**src/rtl/inst_fetch_queue.sv**
```systemverilog
// Instruction prefetch queue between the instruction ROM and the IF2ID stage.
// Issues sequential word fetches ahead of decode. It keeps a PC/instruction FIFO
// that absorbs ID back-pressure and variable ROM latency. A flush drops every
// queued entry and every response still in flight, then restarts fetch at the
// redirect address.
//
// Ports
//   clk_i          rising-edge clock
//   rst_i          asynchronous, active-low reset
//   rom_ce_o       fetch request valid this cycle
//   rom_addr_o     fetch address (word aligned, 0 when no request)
//   rom_rvalid_i   ROM response valid (in request order)
//   rom_rdata_i    instruction word of the oldest outstanding request
//   flush_i        drop queued/in-flight fetches, restart at redirect_pc_i
//   redirect_pc_i  restart address, bits [1:0] ignored
//   valid_o        head entry valid toward IF2ID
//   ready_i        ID accepts the head entry this cycle
//   pc_o / inst_o  head entry PC / instruction (0 when !valid_o)
//   count_o        occupied FIFO entries
module inst_fetch_queue #(
  parameter int unsigned DEPTH    = 4,
  parameter logic [31:0] RESET_PC = 32'hBFC0_0000
) (
  input  logic                      clk_i,
  input  logic                      rst_i,
  output logic                      rom_ce_o,
  output logic [31:0]               rom_addr_o,
  input  logic                      rom_rvalid_i,
  input  logic [31:0]               rom_rdata_i,
  input  logic                      flush_i,
  input  logic [31:0]               redirect_pc_i,
  output logic                      valid_o,
  input  logic                      ready_i,
  output logic [31:0]               pc_o,
  output logic [31:0]               inst_o,
  output logic [$clog2(DEPTH):0]    count_o
);

  localparam int unsigned AW = $clog2(DEPTH);
  localparam int unsigned CW = AW + 1;

  typedef logic [CW-1:0] cnt_t;
  typedef logic [AW-1:0] ptr_t;

  localparam logic [CW:0] DEPTH_W = (CW + 1)'(DEPTH);

  // Control state
  logic [31:0] r_fetch_pc, r_fetch_pc_d;
  logic [31:0] r_resp_pc,  r_resp_pc_d;
  cnt_t        r_count,    r_count_d;
  cnt_t        r_inflight, r_inflight_d;
  cnt_t        r_discard,  r_discard_d;
  ptr_t        r_wptr,     r_wptr_d;
  ptr_t        r_rptr,     r_rptr_d;

  // Entry storage, written only on a push
  logic [31:0] r_pc_mem   [DEPTH];
  logic [31:0] r_inst_mem [DEPTH];

  logic [CW:0] w_occ;
  logic        w_issue;
  logic        w_resp;
  logic        w_drop;
  logic        w_push;
  logic        w_pop;
  logic [31:0] w_redirect;

  // Queued plus outstanding entries never exceed DEPTH, so a push can never
  // find the FIFO full.
  assign w_occ      = {1'b0, r_count} + {1'b0, r_inflight};
  // rst_i gates the request so nothing is presented while reset is held.
  // The first request is then taken on the first edge after release.
  assign w_issue    = rst_i & ~flush_i & (w_occ < DEPTH_W);
  // A response with nothing outstanding is a protocol error and is ignored.
  assign w_resp     = rom_rvalid_i & (r_inflight != '0);
  assign w_drop     = w_resp & (r_discard != '0);
  assign w_push     = w_resp & ~w_drop & ~flush_i;
  assign w_pop      = valid_o & ready_i & ~flush_i;
  assign w_redirect = {redirect_pc_i[31:2], 2'b00};

  always_comb begin
    r_fetch_pc_d = r_fetch_pc;
    r_resp_pc_d  = r_resp_pc;
    r_count_d    = r_count;
    r_inflight_d = r_inflight;
    r_discard_d  = r_discard;
    r_wptr_d     = r_wptr;
    r_rptr_d     = r_rptr;

    if (flush_i) begin
      r_fetch_pc_d = w_redirect;
      r_resp_pc_d  = w_redirect;
      r_count_d    = '0;
      r_wptr_d     = '0;
      r_rptr_d     = '0;
      // Every outstanding request becomes stale. Requests already marked for
      // discard are part of r_inflight, so the new discard count is just
      // what remains in flight after this cycle's response.
      r_inflight_d = r_inflight - cnt_t'(w_resp);
      r_discard_d  = r_inflight - cnt_t'(w_resp);
    end else begin
      if (w_issue) begin
        r_fetch_pc_d = r_fetch_pc + 32'd4;
      end
      if (w_push) begin
        r_resp_pc_d = r_resp_pc + 32'd4;
        r_wptr_d    = r_wptr + ptr_t'(1);
      end
      if (w_pop) begin
        r_rptr_d = r_rptr + ptr_t'(1);
      end
      r_count_d    = r_count + cnt_t'(w_push) - cnt_t'(w_pop);
      r_inflight_d = r_inflight + cnt_t'(w_issue) - cnt_t'(w_resp);
      r_discard_d  = r_discard - cnt_t'(w_drop);
    end
  end

  always_ff @(posedge clk_i or negedge rst_i) begin
    if (!rst_i) begin
      r_fetch_pc <= RESET_PC;
      r_resp_pc  <= RESET_PC;
      r_count    <= '0;
      r_inflight <= '0;
      r_discard  <= '0;
      r_wptr     <= '0;
      r_rptr     <= '0;
    end else begin
      r_fetch_pc <= r_fetch_pc_d;
      r_resp_pc  <= r_resp_pc_d;
      r_count    <= r_count_d;
      r_inflight <= r_inflight_d;
      r_discard  <= r_discard_d;
      r_wptr     <= r_wptr_d;
      r_rptr     <= r_rptr_d;
    end
  end

  always_ff @(posedge clk_i) begin
    if (w_push) begin
      r_pc_mem[r_wptr]   <= r_resp_pc;
      r_inst_mem[r_wptr] <= rom_rdata_i;
    end
  end

  assign rom_ce_o   = w_issue;
  assign rom_addr_o = w_issue ? r_fetch_pc : 32'h0;
  assign valid_o    = (r_count != '0);
  assign pc_o       = valid_o ? r_pc_mem[r_rptr]   : 32'h0;
  assign inst_o     = valid_o ? r_inst_mem[r_rptr] : 32'h0;
  assign count_o    = r_count;

endmodule

```
**config.mk**
```make
export PLATFORM = sky130hd
export DESIGN_NAME = inst_fetch_queue
export DESIGN_NICKNAME = d
export VERILOG_FILES = /design/src/rtl/inst_fetch_queue.sv
export SDC_FILE = /design/constraint.sdc
export NUM_CORES = 1
export LEC_CHECK = 0
export CORE_MARGIN = 2
export CORE_UTILIZATION = 52
export CTS_BUF_LIST = sky130_fd_sc_hd__clkbuf_8
export DETAILED_ROUTE_END_ITERATION = 8
export PLACE_DENSITY_LB_ADDON = 0.05
export SLEW_MARGIN = 20
export SYNTH_ARGS = -nofsm -noshare
export SYNTH_HDL_FRONTEND = slang
export SYNTH_SLANG_ARGS = --single-unit
```
**constraint.sdc**
```tcl
create_clock -name clk_i -period 2.72 [get_ports clk_i]
set_input_delay 0.272 -clock clk_i [delete_from_list [all_inputs] [get_ports clk_i]]
set_output_delay 0.272 -clock clk_i [all_outputs]
set_load 0.1 [all_outputs]
```
==> flow_summary.json <==
{
  "setup_viol": 0,
  "drive_above_1_share": 0.311,
  "multi_input_area_um2": 4350,
  "layout_commonest_cell": "edfxtp_1",
  "ys_seq_elements": 321,
  "cp-startpoint": "count_o[1]",
  "finalInstanceArea_um2": 18000,
  "clock_latency_ns": 0.56,
  "worstPathMaxFanout": 7,
  "whs_endpoint": "r_discard[0]",
  "grt_pass1_wl_um": 45500,
  "maxSlewViolCount": 0,
  "yosys.area.top_type": "edfxtp_1",
  "cts_tree": "built",
  "combPwrFrac": 0.525,
  "synth_warnings": 0,
  "min_from": "flush_i",
  "hold_viol_final": 0,
  "crit_type": "reg2out",
  "regArea_um2": 9310,
  "cts_buffer_depth": 3,
  "p_seq_frac": 0.298,
  "netlist_area_um2": 13800,
  "num_rows": 59,
  "ir_drop_uv": 736,
  "clkPwrFrac": 0.177,
  "drc_errors": 10,
  "vias": 8043,
  "die_y_um": 167,
  "synth_edf_count": 248,
  "worstRegToRegCells": 10,
  "max_freq_mhz": 380,
  "start_util": 0.530,
  "grt_max_degree": 65,
  "tightest_slew_ns": 0.609,
  "die_x_um": 167,
  "drtAntennaViolNets": 0,
  "synth_cells": 872,
  "synthTopCellsByArea": "edfxtp_1 54%, mux4_2 10%, dfrtp_1 9.9%",
  "grtUsageTotal": 0.209,
  "maxCapViolCount": 0,
  "instances_no_fill": 1445,
  "fin_skew_ns": 0.0262,
  "relSlewSlack": 0.594,
  "post-place-cells": 1345,
  "dp_hpwl_um": 18200,
  "clk_pin_slew_worst_paths_ns": 0.06,
  "vias_per_cell": 5.57,
  "antenna_found_initial": 0,
  "p_total_mw": 20.0,
  "dpl_cell_area_um2": 17000,
  "power.switching_mw": 8.71,
  "p_leak_nw": 6.38,
  "switching_share": 0.435,
  "ys_seq_area_frac": 0.671,
  "end_kind": "output port",
  "whs_path_depth": 3,
  "required_ns": 2.45,
  "rr_startpoint": "count_o[2]",
  "min_period_ns": 2.63,
  "nNetsFinal": 1163,
  "tns_ns": 0,
  "most-common-layout-cells": "248 x edfxtp_1, 103 x buf_12, 65 x and2_1, 64 x clkdlybuf4s50_1, 62 x mux4_2",
  "io_buffers": 163,
  "avgSynthCellArea_um2": 15.9,
  "r2r_setup_slack_ns": 0.33,
  "async_flop_share": 0.227,
  "synth-main-ff-cell": "edfxtp_1",
  "dieArea_um2": 27900,
  "insertedDiodeCount": 0,
  "hold_class": "in2reg",
  "internal_power_mw": 11.3,
  "globalplace.congestion": 0.818,
  "cts_sinks": 321,
  "grt_pass1_vias": 8321,
  "status": "complete, but fails checks",
  "htreeDepth": 2,
  "wire_per_inst_um": 20.0,
  "drt_iter0_drc": 430,
  "finalWirelength_um": 28900,
  "whs_ns": 0.118,
  "crit_arrival_ns": 2.36,
  "grt_remaining_overflow": 0,
  "grt_setup_unrepaired": "no",
  "cp-start-kind": "register",
  "powerDensity_nw_per_um2": 1110,
  "cts_inserted_buffers": 51,
  "synth_top_area_frac": 0.538,
  "reg2reg_to": "count_o[2]",
  "ioPinCount": 170,
  "fillers": 1793,
  "root_buffer": "clkbuf_8",
  "fin_crit_sh": 0.968,
  "synth.distinct_cells": 59,
  "violations": "DRC",
  "drt_first_pass_iters": 7,
  "core_area_um2": 26100,
  "area_delta_synth_final_pct": 30.3
}
registers in the layout, indices dropped and copies added (netlist names):
register	count
r_wptr	2
r_discard	3
r_inflight	3
count_o	3
r_fetch_pc	30
r_inst_mem	128
r_pc_mem	120
r_rptr	2
r_resp_pc	30
cell type report:
| type | count | share of cell area |
|---|---|---|
| flip-flops and latches | 321 | 0.516 |
| multi-input cells | 485 | 0.241 |
| clock inverters | 33 | 0.00763 |
| well taps | 335 | 0.0232 |
| clock buffers | 54 | 0.0412 |
| repair buffers | 199 | 0.166 |
| inverters | 18 | 0.00444 |
per-stage QoR:
step / utilization / setup WS (ns)
after global routing: 0.690 / 0.00772
after CTS: 0.686 / 0.00521
after detailed placement: 0.649 / 0.276
after floorplan: - / -0.297
final: 0.690 / 0.0874
after global placement: 0.649 / 0.270
worst max-delay path: stages (launching register included):
cell,delay [ns]
dfrtp_4,0.50
ha_4,0.17
nor4b_4,0.28
and2_4,0.20
nand2_4,0.07
buf_4,0.18
nor2_1,0.19
buf_12,0.21
cells in the mapped netlist (3+ instances only):
master	n
nand4_1	21
buf_4	6
inv_1	16
nand2_1	48
xnor2_1	21
or3_1	3
buf_2	13
o211ai_1	7
and3_1	16
dfrtp_1	55
nor3_1	7
clkbuf_1	27
and4_1	7
mux2i_1	4
and3_2	3
a31oi_1	3
o21ai_1	4
mux4_2	62
edfxtp_1	248
mux2_2	10
o21ai_0	32
nand3_1	29
nor2_1	19
dfstp_2	18
xor2_1	30
and2_1	97
o311ai_1	9
ha_1	16
a21oi_1	3
how the worst max path moves through the flow:
stage | slack [ns] | to | cells after the start
floorplan | -0.30 | rom_addr_o[25] | 6
global placement | 0.27 | count_o[2] | 11
detailed placement | 0.28 | count_o[2] | 11
CTS | 0.005 | rom_addr_o[21] | 9
global route | 0.008 | rom_addr_o[16] | 8
finish | 0.09 | rom_addr_o[31] | 7
cell families after synthesis:
kind of cell | synth area share
compound gates | 0.0316
xor+xnor | 0.0323
fa+ha+maj | 0.0174
buf+inv | 0.0233
flops | 0.671
mux | 0.113
other cells | 0.000271
simple gates | 0.111
repair_timing:
item                                    in CTS  in global routing
setup buffers                                4                  5
gates cloned                                 1                  2
resized for setup                            7                  7
hold buffers                                 1                  0
endpoints found under the setup margin      35                 39
endpoints found under the hold margin       33                  0
pin swaps                                    1                  1
routing by layer:
metal,track usage,wire length [um]
met1,0.292,12600
met5,0,0
met2,0.344,14100
met3,0.0421,1820
met4,0.0484,413
power by group through the flow:
| stage | registers (mW) | logic (mW) | clock network, mW |
|---|---|---|---|
| floorplan | 6.05 | 6.69 | 0 |
| global placement | 6.08 | 10.3 | 0 |
| detailed placement | 6.09 | 10.3 | 0 |
| CTS | 5.96 | 10.5 | 3.64 |
| global route | 6.00 | 10.9 | 3.85 |
| finish | 5.96 | 10.5 | 3.55 |
Note: power is estimated with default switching activity, not from simulation.
